==> src/rtl/lcd1602_bus_decoder.sv <==
// Passive HD44780/LCD1602 write-bus decoder with a 32-byte shadow of both visible lines.
// Optional macro LCD_EN_FILTER_EN rejects lcd_en pulses shorter than MIN_EN_HIGH clk cycles.
module lcd1602_bus_decoder #(
  parameter int SYNC_STAGES = 2,
  parameter int MIN_EN_HIGH = 4
) (
  input  logic       clk,
  input  logic       rst_n,
  input  logic       lcd_rs,
  input  logic       lcd_rw,
  input  logic       lcd_en,
  input  logic [7:0] lcd_data,
  input  logic [4:0] rd_addr,
  output logic [7:0] rd_data,
  output logic [6:0] ac,
  output logic       busy,
  output logic       disp_on,
  output logic       cursor_on,
  output logic       blink_on,
  output logic       entry_inc,
  output logic       func_2line,
  output logic       wr_strobe,
  output logic       cmd_strobe,
  output logic       bad_addr,
  output logic       drop_flag,
  output logic       dbg_state
);

  typedef enum logic {ST_IDLE = 1'b0, ST_CLEAR = 1'b1} state_t;

  localparam int CNT_W = $clog2(MIN_EN_HIGH + 1);
  localparam logic [CNT_W-1:0] LP_MIN = CNT_W'(MIN_EN_HIGH);

  // Stage SYNC_STAGES-1 is the synced sample; stage SYNC_STAGES is the previous one.
  logic [SYNC_STAGES:0] r_en_sh;
  logic [9:0]           r_bus_sh [0:SYNC_STAGES];
  logic [CNT_W-1:0]     r_hi_cnt;

  always_ff @(posedge clk or posedge rst_n) begin
    if (rst_n) begin
      r_en_sh  <= '0;
      r_hi_cnt <= '0;
      for (int i = 0; i <= SYNC_STAGES; i++) r_bus_sh[i] <= '0;
    end else begin
      r_en_sh     <= {r_en_sh[SYNC_STAGES-1:0], lcd_en};
      r_bus_sh[0] <= {lcd_rs, lcd_rw, lcd_data};
      for (int i = 1; i <= SYNC_STAGES; i++) r_bus_sh[i] <= r_bus_sh[i-1];
      if (!r_en_sh[SYNC_STAGES-1])  r_hi_cnt <= '0;
      else if (r_hi_cnt != LP_MIN)  r_hi_cnt <= r_hi_cnt + 1'b1;
    end
  end

  logic       w_fall, w_edge, w_rs, w_rw;
  logic [7:0] w_data;
  logic [6:0] w_a, w_ac_inc, w_ac_dec;
  logic       w_a_valid;

  assign w_fall = r_en_sh[SYNC_STAGES] & ~r_en_sh[SYNC_STAGES-1];
`ifdef LCD_EN_FILTER_EN
  assign w_edge = w_fall & (r_hi_cnt == LP_MIN);
`else
  assign w_edge = w_fall;
`endif
  assign {w_rs, w_rw, w_data} = r_bus_sh[SYNC_STAGES];
  assign w_a       = w_data[6:0];
  assign w_a_valid = (w_a <= 7'h27) || ((w_a >= 7'h40) && (w_a <= 7'h67));

  state_t     r_state, w_state_nxt;
  logic [4:0] r_clr_idx, w_clr_idx_nxt;
  logic [6:0] r_ac, w_ac_nxt;
  logic       r_disp, r_cur, r_blink, r_inc, r_2line, r_wr, r_cmd, r_bad, r_drop;
  logic       w_disp_nxt, w_cur_nxt, w_blink_nxt, w_inc_nxt, w_2line_nxt;
  logic       w_wr_nxt, w_cmd_nxt, w_bad_nxt, w_drop_nxt;
  logic       w_we;
  logic [4:0] w_widx;
  logic [7:0] w_wdata;

  // DDRAM addresses form two 40-column lines at 0x00 and 0x40 that wrap into each other.
  assign w_ac_inc = (r_ac == 7'h27) ? 7'h40 : (r_ac == 7'h67) ? 7'h00 : r_ac + 7'd1;
  assign w_ac_dec = (r_ac == 7'h00) ? 7'h67 : (r_ac == 7'h40) ? 7'h27 : r_ac - 7'd1;

  always_ff @(posedge clk or posedge rst_n) begin
    if (rst_n) begin
      r_state   <= ST_IDLE;
      r_clr_idx <= '0;
      r_ac      <= '0;
      r_disp    <= 1'b0;
      r_cur     <= 1'b0;
      r_blink   <= 1'b0;
      r_inc     <= 1'b1;
      r_2line   <= 1'b0;
      r_wr      <= 1'b0;
      r_cmd     <= 1'b0;
      r_bad     <= 1'b0;
      r_drop    <= 1'b0;
    end else begin
      r_state   <= w_state_nxt;
      r_clr_idx <= w_clr_idx_nxt;
      r_ac      <= w_ac_nxt;
      r_disp    <= w_disp_nxt;
      r_cur     <= w_cur_nxt;
      r_blink   <= w_blink_nxt;
      r_inc     <= w_inc_nxt;
      r_2line   <= w_2line_nxt;
      r_wr      <= w_wr_nxt;
      r_cmd     <= w_cmd_nxt;
      r_bad     <= w_bad_nxt;
      r_drop    <= w_drop_nxt;
    end
  end

  always_comb begin
    w_state_nxt   = r_state;
    w_clr_idx_nxt = r_clr_idx;
    w_ac_nxt      = r_ac;
    w_disp_nxt    = r_disp;
    w_cur_nxt     = r_cur;
    w_blink_nxt   = r_blink;
    w_inc_nxt     = r_inc;
    w_2line_nxt   = r_2line;
    w_wr_nxt      = 1'b0;
    w_cmd_nxt     = 1'b0;
    w_bad_nxt     = 1'b0;
    w_drop_nxt    = r_drop;
    w_we          = 1'b0;
    w_widx        = '0;
    w_wdata       = '0;
    case (r_state)
      ST_IDLE: begin
        if (w_edge && !w_rw) begin
          if (w_rs) begin
            w_wr_nxt = 1'b1;
            w_wdata  = w_data;
            // Only the first 16 columns of each line are visible and shadowed.
            if (r_ac[6:4] == 3'b000) begin
              w_we   = 1'b1;
              w_widx = {1'b0, r_ac[3:0]};
            end else if (r_ac[6:4] == 3'b100) begin
              w_we   = 1'b1;
              w_widx = {1'b1, r_ac[3:0]};
            end
            w_ac_nxt = r_inc ? w_ac_inc : w_ac_dec;
          end else begin
            w_cmd_nxt = 1'b1;
            casez (w_data)
              8'b1???_????: begin
                w_ac_nxt  = w_a_valid ? w_a : 7'h00;
                w_bad_nxt = ~w_a_valid;
              end
              8'b01??_????: ;
              8'b001?_????: w_2line_nxt = w_data[3];
              8'b0001_????: ;
              8'b0000_1???: {w_disp_nxt, w_cur_nxt, w_blink_nxt} = w_data[2:0];
              8'b0000_01??: w_inc_nxt = w_data[1];
              8'b0000_001?: w_ac_nxt = 7'h00;
              8'b0000_0001: begin
                w_state_nxt   = ST_CLEAR;
                w_clr_idx_nxt = 5'd0;
              end
              default: ;
            endcase
          end
        end
      end
      ST_CLEAR: begin
        w_we          = 1'b1;
        w_widx        = r_clr_idx;
        w_wdata       = 8'h20;
        w_clr_idx_nxt = r_clr_idx + 5'd1;
        if (w_edge) w_drop_nxt = 1'b1;
        if (r_clr_idx == 5'd31) begin
          w_state_nxt = ST_IDLE;
          w_ac_nxt    = 7'h00;
          w_inc_nxt   = 1'b1;
        end
      end
      default: w_state_nxt = ST_IDLE;
    endcase
  end

  logic [7:0] r_mem [0:31];
  logic [7:0] r_rd_data;

  always_ff @(posedge clk) begin
    if (w_we) r_mem[w_widx] <= w_wdata;
  end

  // Reading the array before the same-edge write lands returns the old byte on a collision.
  always_ff @(posedge clk or posedge rst_n) begin
    if (rst_n) r_rd_data <= '0;
    else       r_rd_data <= r_mem[rd_addr];
  end

  assign rd_data    = r_rd_data;
  assign ac         = r_ac;
  assign busy       = (r_state == ST_CLEAR);
  assign disp_on    = r_disp;
  assign cursor_on  = r_cur;
  assign blink_on   = r_blink;
  assign entry_inc  = r_inc;
  assign func_2line = r_2line;
  assign wr_strobe  = r_wr;
  assign cmd_strobe = r_cmd;
  assign bad_addr   = r_bad;
  assign drop_flag  = r_drop;
  assign dbg_state  = r_state;

endmodule

==> config.mk <==
export PLATFORM = sky130hd
export DESIGN_NAME = lcd1602_bus_decoder
export DESIGN_NICKNAME = d
export VERILOG_FILES = /design/src/rtl/lcd1602_bus_decoder.sv
export SDC_FILE = /design/constraint.sdc
export NUM_CORES = 1
export LEC_CHECK = 0
export BUFFER_PORTS_ARGS = -buffer_cell sky130_fd_sc_hd__buf_2
export CAP_MARGIN = 25
export CORE_ASPECT_RATIO = 0.8
export CORE_MARGIN = 3
export CORE_UTILIZATION = 46
export DETAILED_ROUTE_END_ITERATION = 8
export PLACE_DENSITY_LB_ADDON = 0.12
export SYNTH_ARGS = -nofsm -noshare
export SYNTH_HDL_FRONTEND = slang
export SYNTH_SLANG_ARGS = --single-unit
==> constraint.sdc <==
create_clock -name clk -period 6.67 [get_ports clk]
set_clock_uncertainty 0.15 [all_clocks]
set_input_delay 0.667 -clock clk [delete_from_list [all_inputs] [get_ports clk]]
set_output_delay 0.667 -clock clk [all_outputs]
set_load 0.02 [all_outputs]
* Yosys cells after proc, flatten, opt, wreduce, memory -nomap -nowiden
Memory sizes are Yosys's and may differ from the RTL's. A register that Yosys moved wholly into a read port is not among the register bits.
Cells that the tools add are included.
** Operators by class
- Multiplexer cells :: 50
- Reductions and logical operators :: 12
- Eq/ne operators :: 16
- Bitwise gates (word level) :: 5
- $add $sub $neg :: 3
- $lt $le $gt $ge :: 3
** Operators by type and width (count)
- 7-bit 2-to-1 mux :: 9
- 5-bit 2-to-1 mux :: 7
- 7-bit case mux with 2 select lines :: 2
- 1-bit 2-to-1 mux :: 24
- 5-bit case mux with 2 select lines :: 2
- 8-bit 2-to-1 mux :: 2
- 8-bit case mux with 2 select lines :: 1
- 7-bit == test (second input constant) :: 2
- 4-bit AND reduction :: 3
- 8-bit by 1-bit == test with 1-bit output (second input constant) :: 1
- 7-bit by 1-bit adder with 7-bit output (second input constant) :: 1
- 7-bit by 1-bit == test with 1-bit output (second input constant) :: 1
- 7-bit by 6-bit == test with 1-bit output (second input constant) :: 1
- 7-bit greater-or-equal comparator (second input constant) :: 1
- 7-bit by 6-bit less-or-equal comparator with 1-bit output (second input constant) :: 1
- 7-bit less-or-equal comparator (second input constant) :: 1
- 7-bit zero test :: 1
- 7-bit by 1-bit subtractor with 7-bit output (second input constant) :: 1
- 6-bit by 1-bit == test with 1-bit output (second input constant) :: 1
- 2-bit by 1-bit inequality test with 1-bit output (second input constant) :: 3
- 1-bit case mux with 2 select lines :: 3
- 3-bit AND reduction :: 2
- 5-bit by 1-bit adder with 5-bit output (second input constant) :: 1
- 5-bit by 1-bit == test with 1-bit output (second input constant) :: 1
- 12 further kinds :: 17
** Word-level totals
- Register bits after elaboration :: 55
- Bits of input ports :: 18
- Logic and storage cells :: 106
- Output and inout port bits :: 26
- Memories kept :: 1
- Bits in writable memories :: 256
** Memory list
- r_mem :: depth 32, bits a word 8, rd ports 1, clocked after memory_dff 1, write ports 1, line 181 : logic [7:0] r_mem [0:31];

* Logic depth before layout (Yosys ltp)
Gate-level depths: netlist (run 1).
- Depth in word-level cells :: 8
- Mapped depth :: 7
- Depth with buffers taken out :: 6

* Worst setup path before layout (run 1)
Ideal clock, no wire load.
- Path type :: register -> register
- Start :: reg r_en_sh[1]
- End :: mem r_mem[0][1], data pin
- Setup time :: 0.445 ns
- Data arrival time :: 2.234 ns
- Required time :: 6.075 ns
- Setup slack :: 3.841 ns
- Period minus slack after synthesis :: 2.829 ns
- Buffers on the path :: 1
- Stages on the path, launching flop included :: 4
- Path through :: dfrtp_1 or3b_1 buf_2 nor3_1
** On the way
- Longest elaborated chain between the ends :: 5
** RTL lines
- from (decl) :: line 35 : logic [SYNC_STAGES:0] r_en_sh;
- from (signal assigned) :: line 45 : r_en_sh <= {r_en_sh[SYNC_STAGES-1:0], lcd_en};
- 1-bit NOT :: line 58 : assign w_fall = r_en_sh[SYNC_STAGES] & ~r_en_sh[SYNC_STAGES-1];
- 1-bit AND :: line 58
- 1-bit logical AND :: line 130 : if (w_edge && !w_rw) begin
- 8-bit 2-to-1 mux :: line 130
- 8-bit case mux with 2 select lines :: line 128 : case (r_state)
- via w_wdata[1] :: line 76 : logic [7:0] w_wdata;
- to (decl) :: line 181
The timed path passes the listed nets, and every way through them passes these cells.

* Final worst setup path (run 1)
- Start :: reg r_bus_sh[9] (netlist name)
- End :: mem r_mem[7][5] (enable)
** On the way
- Longest elaborated chain between the ends :: 5
- Elaborated cells on any way between the ends :: 8
- Classes of those cells :: mux (8)
** RTL lines
- from (decl) :: line 36 : logic [9:0] r_bus_sh [0:SYNC_STAGES];
- 1-bit 2-to-1 mux :: line 131 : if (w_rs) begin
- 1-bit 2-to-1 mux :: line 130
- 1-bit case mux with 2 select lines :: line 128
- 1-bit 2-to-1 mux :: line 185 : if (w_we) r_mem[w_widx] <= w_wdata;
- 1-bit 2-to-1 mux (implied by the code) :: line 185
Several ways; a longest one is shown, not always the timed one.

==> results.md, run 1 <==
* Layout area overhead at 15.01%
* Post-Synthesis Cells at between 600 and 700
* Ys flop type: edfxtp_1
* Status: complete, no violations
* Post-synthesis sequential area ratio at 73.69%
* Core ar. at roughly 27,000 sq um
* Max_cap viols at 0
* Post-DRT Antenna Nets at 0
* Syn avg cell area at between 15 and 20 sq um
* Die width at between 150 and 200 um
* Final GP Congestion at roughly 0.86
* FF/Latch Area at about 9000 sq um
* Rel. slew slack at 31.09%
* Max Slew Vio Count at 0
* Met1 wire length at roughly 13,000 um
* Number of fill cells at 2,020
* Fin nets at 741
* Crit path arrival time at approximately 3300 ps
* Detailed-route wire length per cell at roughly 25 um
* CP startpoint kind: flop
* Tmin final at between 3000 and 4000 ps
* Antenna violations before repair at 0
* TritonCTS Buffers at 34
* Synth unique cells at about 60
* H-tree depth at 2
* Mapped Area at approximately 13,000 sq um
* Largest net degree at the start of global routing at 64
* # Post-CTS Setup Buffers at 0
* Placed cells at approximately 1,000
* Ports at 44
* Post-Syn Nets at 670
* Layout cells sized above 1 at roughly 29%
* Vias in the first global route at approximately 6,800
* P per Cell Area at 304.8 nW/um^2
* Crit path max fanout at 12
* CTS tree: done
* Clock latency on the worst-skew pair at 500 ps
* Hold slack at approximately 120 ps
* Final setup viols at 0
* Root Buffer: clkbuf_16
* Pre-Repair DR Iteration Count at 5
* DR top layer: met4
* Slew @ Worst Pin at 1030 ps
* Drt total wl at 27,980 um
* Fin crit share at a little under 50%
* Clk slew on worst S/H paths at 60 ps
* CTS Buffer Depth at 3
* First-pass GRT wire length at 42,470 um
* Initial DRC count at ~590
* Final hold viol count at 0
* Fin Setup TNS at 0 ps
* Clock sink count at ~320
* F_max at between 300 and 400 MHz
* Ys async rst share at just under 20%
* Leakage power at 5.012 nW
* WS Path Type: flop to flop
* Worst setup margin at ~3400 ps
* Post-Layout Cell Count at between 1,000 and 1,500
* Hold/Removal Path Class: primary input to flop
* Post-CTS Hold Buffers at 0
* Std-Cell Rows at 53
* CP endpoint kind: flop
* RSZ-0062 raised after global routing: false
* Area contributors post-synth: edfxtp_1, mux4_2, dfrtp_1
* DP HPWL at between 15,000 and 20,000 um
* Synth top area share at approximately three fifths
* #FFs+latches synth at approximately 320
* Vias per std cell at roughly 5.9
* Number of flops mapped to enable cells by yosys at ~260
* Multi-input gate area at a little over 3000 sq um
* Peak VDD IR at around 0.18 mV
* Die Area at 29,370 sq um
* Ant. Diodes at 0
* Port Buffers at 43
* Vias at about 6,500
* DR WL met2 at 12,930 um
* Tot GR Track Use at about 20%
* Worst slack, placed at 3041 ps
* Die height at approximately 150 um
* CP required at approximately 6700 ps
* Metal3 WL at about 1900 um
* Overflow after GRT at 0
* Area leader, netlist: edfxtp_1
* DRC Markers at 0
* Final Power at around 4.4 mW
* Initial Util at a little under half
* Synthesis Warnings at 0
* CTS-repair resized insts at 0
## layout make-up
type | count | share of cell area, %
clock inverters | 11 | 0.9258
clock buffers | 50 | 6.862
repair buffers | 68 | 3.444
flip-flops and latches | 319 | 64.07
inverters | 20 | 0.5192
well taps | 357 | 3.089
multi-input cells | 276 | 21.09
## cells in the final DEF, fill, tap and decap left out, types with 4 or more instances in the layout
cell type,n
edfxtp_1,256
mux4_2,80
dfrtp_1,62
buf_2,42
clkbuf_16,36
nor2_1,35
nand2_1,22
inv_1,19
buf_4,17
a21oi_1,11
o21ai_0,9
and3_1,9
clkbuf_1,9
o21ai_1,8
clkbuf_8,8
nand3_1,7
mux2_2,5
a32oi_1,5
a211oi_1,5
o31ai_1,5
nand2b_1,4
nor3_1,4
a21o_1,4
ha_1,4
clkinv_2,4
## registers in the layout, summed over array words and instances, names as in the netlist
| name | cells |
|---|---|
| entry_inc | 1 |
| r_en_sh | 3 |
| wr_strobe | 1 |
| r_clr_idx | 5 |
| func_2line | 1 |
| ac | 7 |
| bad_addr | 1 |
| r_mem | 256 |
| busy | 1 |
| cmd_strobe | 1 |
| r_bus_sh | 30 |
| rd_data | 8 |
| cursor_on | 1 |
| drop_flag | 1 |
| blink_on | 1 |
| disp_on | 1 |
## metal layers
metal,track usage [%],vias up
met5,0,-
met4,5.169,0
met3,3.488,45
met2,29.19,247
met1,30.10,3444
li1,-,2753
## worst max-delay path, cell delays in order, from the launching register on
cell and delay (ps):
dfrtp_1 640, nor2b_1 580, nand4_1 360, a21o_1 360, nor2_1 830
## final timing paths
path | to | startpoint | cells past startpoint | slack [ps]
min in group asynchronous | busy$_DFF_PP0_ | rst_n | 3 | 250
worst max-delay path | r_mem[7][5]$_DFFE_PP_ | r_bus_sh[9]$_DFF_PP0_ | 4 | 3370
worst min register to register | r_en_sh[1]$_DFF_PP0_ | r_en_sh[0]$_DFF_PP0_ | 0 | 190
max in group asynchronous | rd_data[6]$_DFF_PP0_ | rst_n | 3 | 5580
worst max register to register | r_mem[7][5]$_DFFE_PP_ | r_bus_sh[9]$_DFF_PP0_ | 4 | 3370
worst min-delay path | r_bus_sh[24]$_DFF_PP0_ | lcd_data[4] | 1 | 120
## power breakdown
group	switching, mW	internal (mW)
logic	0.180	0.128
clock network	0.732	1.15
registers	0.0493	2.17
## logic make-up (layout without fill, tap and decap cells)
kind of cell,after synthesis,count (layout),share of synthesized area [%]
compound gates,72,72,4.080
xor+xnor,2,2,0.1393
fa+ha+maj,4,4,0.3981
buf+inv,53,149,2.100
flops,319,319,73.69
mux,87,87,14.94
simple gates,111,111,4.657
## cell usage after synthesis, drive strengths merged (5+ instances only)
cell,instances
edfxtp,256
mux4,80
dfrtp,62
nor2,35
buf,24
nand2,22
inv,20
o21ai,17
a21oi,11
and3,9
clkbuf,9
nand3,7
nor3,7
a211oi,5
a32oi,5
mux2,5
o31ai,5
## stage by stage
| stage | instance area [sq um] | utilization, % |
|---|---|---|
| floorplan | 12570 | - |
| global placement | 13120 | 49.34 |
| detailed placement | 13230 | 49.75 |
| CTS | 14360 | 53.98 |
| global route | 14460 | 54.38 |
| finish | 14460 | 54.38 |
(Power assumes the default switching activity.)
==> run 2: changes to the inputs <==
Clock period 6.67 ns to 3.14 ns, I/O delays scaled along.
==> results.md, run 2 (synthesized netlist as in run 1, its figures left out) <==
* Final hold viol count at 0 (unchanged)
* Largest net degree at the start of global routing at 64 (unchanged)
* Rel. slew slack at 38.36% (+7.3 points)
* H-tree depth at 1 (-1)
* Clock latency on the worst-skew pair at 550 ps (+50 ps)
* Clk slew on worst S/H paths at 70 ps (about the same)
* Port Buffers at 43 (unchanged)
* Switch share at 22.55% (+0.73 points)
* Tmin final at 2677 ps (-622.9 ps)
* DP Area at 13,510 sq um (+2.2%)
* Placed cells at 1,073 (+4.1%)
* Final GP Congestion at 0.9029 (+4.6%)
* Vias per std cell at 5.795 (-1.7%)
* DRC Markers at 0 (unchanged)
* CP required at 3240 ps (-3410 ps)
* Global Route met3 Usage at 3.829% (+0.34 points)
* Commonest cells after routing, fill and taps aside: edfxtp_1, mux4_2, dfrtp_1
* Post-Layout Cell Count at 1,144 (+3.9%)
* Fin nets at 785 (+5.9%)
* Initial DRC count at 679 (+15%)
* Design area at 14,750 sq um (+2.0%)
* DP HPWL at 18,320 um (+2.9%)
* CP endpoint kind: flop
* Clock sink count at 319 (unchanged)
* Ports at 44 (unchanged)
* Die height at 153.9 um (unchanged)
* Max_cap viols at 0 (unchanged)
* Drt total wl at 28,370 um (+1.4%)
* Leading cell type in the layout, fill and taps excluded: edfxtp_1
* GRT met1 Usage at 31.00% (+0.90 points)
* Slew @ Worst Pin at 919.6 ps (-110.3 ps)
* WHS Path Cells at 0 (-1)
* Final setup viols at 0 (unchanged)
* Part of the power in the clock network at 41.6% (-1.1 points)
* Peak VDD IR at 0.4206 mV (+140%)
* GRT met2 Usage at 28.59% (-0.60 points)
* TritonCTS Buffers at 31 (-8.8%)
* Layout area overhead at 17.28%
* WS Path Type: flop to flop
* Ant. Diodes at 0 (unchanged)
* Vias at 6,630 (+2.2%)
* GRT busiest layer: met1
* Pre-Repair DR Iteration Count at 5 (unchanged)
* Root Buffer: clkbuf_16
* Worst slack, placed at 475.7 ps (-2565 ps)
* Std-Cell Rows at 53 (unchanged)
* CP startpoint kind: flop
* # Post-CTS Setup Buffers at 0 (unchanged)
* Die Area at 29,370 sq um (unchanged)
* CTS Buffer Depth at 3 (unchanged)
* Final Power at 9.273 mW (+110%)
* Crit path arrival time at 2780 ps (-500 ps)
* Core ar. at 26,590 sq um (unchanged)
* Die width at 190.8 um (unchanged)
* Final core utilization at 55.45% (+1.1 points)
* Max Slew Vio Count at 0 (unchanged)
* RSZ-0062 raised after global routing: false
* CTS tree: done
* Antenna violations before repair at 0 (unchanged)
* First-pass GRT wire length at 42,930 um (+1.1%)
* Post-DRT Antenna Nets at 0 (unchanged)
* Initial Util at 47.28% (unchanged)
* Largest Register: r_mem
* Psw at 2.091 mW (+120%)
* Sequential share of power at 50.9% (+0.5 points)
* Layout cells sized above 1 at 32.27% (+3.2 points)
* Vias in the first global route at 6,711 (-0.83%)
* Hold/Removal Path Class: flop to flop
* Fin Setup TNS at 0 ps (unchanged)
* R2R Setup Slk at 460 ps (-2910 ps)
* Max reg flops at 256 (unchanged)
* CTS-repair resized insts at 0 (unchanged)
* P per Cell Area at 628.9 nW/um^2 (+110%)
* Internal cell power at 7.182 mW (+110%)
* Tot GR Track Use at 19.68% (+0.14 points)
* Detailed-route wire length per cell at 24.80 um (-2.4%)
* Hold slack at 193.9 ps (+75.11 ps)
* R2R depth at 5 (+1)
* Overflow after GRT at 0 (unchanged)
* Worst setup margin at 462.6 ps (-2907 ps)
* Leakage power at 5.217 nW (+4.1%)
* Status: complete, no violations
* Fin crit share at 85.27% (+36 points)
* Crit path max fanout at 12 (unchanged)
* F_max at 373.5 MHz (+23%)
* Gate power share at 7.5% (+0.5 points)
[run 2: changes by cell type in the layout (fill, tap and decap cells not counted), moves of 2 or more]
cell,before,now
dlygate4sd3_1,0,13
buf_6,2,0
clkinv_2,4,7
clkbuf_1,9,1
buf_8,2,0
buf_16,2,0
buf_12,0,2
buf_4,17,58
clkinv_4,0,2
clkbuf_8,8,2
[run 2: final timing paths]
check	to	startpoint
min in group asynchronous	r_bus_sh[21]$_DFF_PP0_	rst_n
worst min-delay path	r_bus_sh[15]$_DFF_PP0_	r_bus_sh[25]$_DFF_PP0_
worst min register to register	r_bus_sh[15]$_DFF_PP0_	r_bus_sh[25]$_DFF_PP0_
max in group asynchronous	rd_data[4]$_DFF_PP0_	rst_n
worst max-delay path	r_mem[0][4]$_DFFE_PP_	r_bus_sh[9]$_DFF_PP0_
worst max register to register	r_mem[0][4]$_DFFE_PP_	r_bus_sh[9]$_DFF_PP0_
[run 2: layer usage]
| metal | part of all wire [%] | vias up |
|---|---|---|
| li1 | - | 2849 |
| met3 | 8.0 | 46 |
| met4 | 2.5 | 0 |
| met2 | 44 | 303 |
| met1 | 45 | 3432 |
| met5 | 0 | - |
[run 2: area by class of cell]
class / count / area (sq um)
repair buffers: 115 / 815.8
inverters: 20 / 75.07
clock inverters: 18 / 161.4
clock buffers: 39 / 932.1
multi-input cells: 276 / 3049
well taps: 357 / 446.7
flip-flops and latches: 319 / 9265
fillers: 2031 / 11850
[run 2: power by group through the flow]
stage	logic, mW	clock network [mW]	registers [mW]
3_3_place_gp	0.678	0	4.80
3_5_place_dp	0.683	0	4.80
5_1_grt	0.759	4.12	4.73
2_1_floorplan	0.447	0	4.80
4_1_cts	0.700	3.93	4.71
6_report	0.698	3.86	4.72
[run 2: worst max-delay path, cell delays in order (launching register included)]
cell     delay, ps
dfrtp_1        580
or3b_1         510
o31ai_1        310
nand3_1        420
nor2_1         210
buf_4          200
[run 2: what timing repair did]
item                                    CTS  global route
endpoints found under the setup margin    0             0
hold buffers                             13             0
endpoints found under the hold margin    79             0
==> run 3: changes to the inputs <==
Settings changed: SETUP_SLACK_MARGIN set to 0.5, SLEW_MARGIN set to 20.
==> results.md, run 3 (synthesized netlist as in run 1, its figures left out) <==
* Status: complete, no violations
* CP required at 3250 ps (about the same)
* Reg-to-Reg Start: ac[4]$_DFFE_PP0P_
* CTS tree: done
* Std-Cell Rows at 53 (unchanged)
* Port Buffers at 43 (unchanged)
* Initial DRC count at 725 (+6.8%)
* Fin nets at 785 (unchanged)
* Ports at 44 (unchanged)
* WS Path Type: flop to flop
* Post-Layout Cell Count at 1,143 (-0.087%)
* Detailed-route wire length per cell at 24.87 um (+0.29%)
* Overflow after GRT at 0 (unchanged)
* DP HPWL at 18,540 um (+1.2%)
* Hold slack at 75.16 ps (-118.7 ps)
* Leading cell type in the layout, fill and taps excluded: edfxtp_1
* Max Slew Vio Count at 0 (unchanged)
* TritonCTS Buffers at 31 (unchanged)
* Slew @ Worst Pin at 692.5 ps (-227.1 ps)
* Vias in the first global route at 6,812 (+1.5%)
* Pre-Repair DR Iteration Count at 5 (unchanged)
* Ant. Diodes at 0 (unchanged)
* Number of fill cells at 2,038 (+0.34%)
* Crit path arrival time at 2610 ps (-170 ps)
* Die height at 153.9 um (unchanged)
* Vias at 6,598 (-0.48%)
* FF/Latch Area at 9266 sq um (about the same)
* Post-DRT Antenna Nets at 0 (unchanged)
* Peak VDD IR at 0.4195 mV (-0.25%)
* Root Buffer: clkbuf_16
* Setup crit start: ac[4]$_DFFE_PP0P_
* Clk slew on worst S/H paths at 60 ps (about the same)
* Die Area at 29,370 sq um (unchanged)
* Largest Register: r_mem
* Final setup viols at 0 (unchanged)
* Final hold viol count at 0 (unchanged)
* CP startpoint kind: flop
* Drt total wl at 28,430 um (+0.20%)
* Leakage power at 5.188 nW (-0.55%)
* Commonest cells after routing, fill and taps aside: edfxtp_1, mux4_2, dfrtp_1
* Multi-input gate area at 3102 sq um (+1.7%)
* Layout cells sized above 1 at 32.44% (+0.17 points)
* CP Cell Sequence: or3b_4 > o31ai_2 > nand3_1 > buf_4 > nor2_1 > buf_4
* Fin crit share at 79.66% (-5.6 points)
* Slowest CP cell: or3b_4
* Tot GR Track Use at 19.92% (+0.24 points)
* Max_cap viols at 0 (unchanged)
* Fin Setup TNS at 0 ps (unchanged)
* Cell repeated most along the worst path: buf_4
* CP max stage delay at 510 ps (-70 ps)
* CTS Buffer Depth at 3 (unchanged)
* Final GP Congestion at 0.8740 (-3.2%)
* P per Cell Area at 618.5 nW/um^2 (-1.7%)
* Vias per std cell at 5.773 (-0.40%)
* First-pass GRT wire length at 43,700 um (+1.8%)
* Placed cells at 1,074 (+0.093%)
* Core ar. at 26,590 sq um (unchanged)
* Largest net degree at the start of global routing at 35 (-45%)
* Initial Util at 47.28% (unchanged)
* DRC Markers at 0 (unchanged)
* Crit path max fanout at 10 (-2)
* Antenna violations before repair at 0 (unchanged)
* H-tree depth at 1 (unchanged)
* Clock latency on the worst-skew pair at 550 ps (about the same)
* Hold/Removal Path Class: primary input to async pin
* Tmin final at 2501 ps (-176.2 ps)
* Rel. slew slack at 53.83% (+15 points)
* Layout area overhead at 17.01%
* RSZ-0062 raised after global routing: false
* Die width at 190.8 um (unchanged)
* CP endpoint kind: flop
* Max reg flops at 256 (unchanged)
* F_max at 399.8 MHz (+7.0%)
* Final core utilization at 55.32% (-0.13 points)
* Clock sink count at 319 (unchanged)
## run 3: area by class of cell
cell class | count | share of cell area [%]
timing repair buffer | 115 | 5.545
clock inverter | 21 | 1.463
inverter | 20 | 0.5103
tap | 357 | 3.036
multi-input combinational | 276 | 21.08
clock buffer | 35 | 5.375
sequential | 319 | 62.99
## run 3: critical path: cells and delay by family (launching register included)
| family | cells | cell delay, ps |
|---|---|---|
| buffers and inverters | 2 | 430 |
| DFF | 1 | 490 |
| AOI/OAI and AO/OA | 1 | 260 |
| and+or+nand+nor | 3 | 870 |
## run 3: worst paths after layout
kind,slack (ps),endpoint,depth (start not counted)
max,640,r_mem[6][0]$_DFFE_PP_,6
min,80,r_bus_sh[21]$_DFF_PP0_,3
max reg2reg,640,r_mem[6][0]$_DFFE_PP_,6
min reg2reg,200,r_en_sh[1]$_DFF_PP0_,0
max in group asynchronous,2010,r_bus_sh[9]$_DFF_PP0_,4
min in group clk,200,r_en_sh[1]$_DFF_PP0_,0
## run 3: power by group
group / switching, mW / leakage [nW] / internal, mW
clock network: 1.53 / 0.488 / 2.13
logic: 0.411 / 1.60 / 0.303
registers: 0.111 / 3.10 / 4.61
## run 3: repair_timing
| action | 4_1_cts | 5_1_grt |
|---|---|---|
| hold buffers | 13 | 0 |
| hold endpoints to repair | 82 | 0 |
| gates cloned | 0 | 0 |
| endpoints found under the setup margin | 80 | 245 |
| gates resized for setup | 2 | 10 |
| setup buffers | 0 | 0 |
## run 3: per-stage QoR
stage,setup slack (ps),total power [mW],cell area [sq um]
2_1_floorplan,530.1,5.248,12580
3_5_place_dp,426.2,5.496,13530
3_3_place_gp,380.8,5.484,13530
6_report,638.8,9.099,14710
5_1_grt,558.3,9.428,14710
4_1_cts,443.6,9.161,14670
## run 3: metal layers
metal	part of all wire [%]	GRT usage [%]	up-vias
li1	-	-	2851
met1	47	31.29	3458
met2	45	29.53	247
met3	6.5	3.875	42
met4	1.9	3.947	0
met5	0	0	-
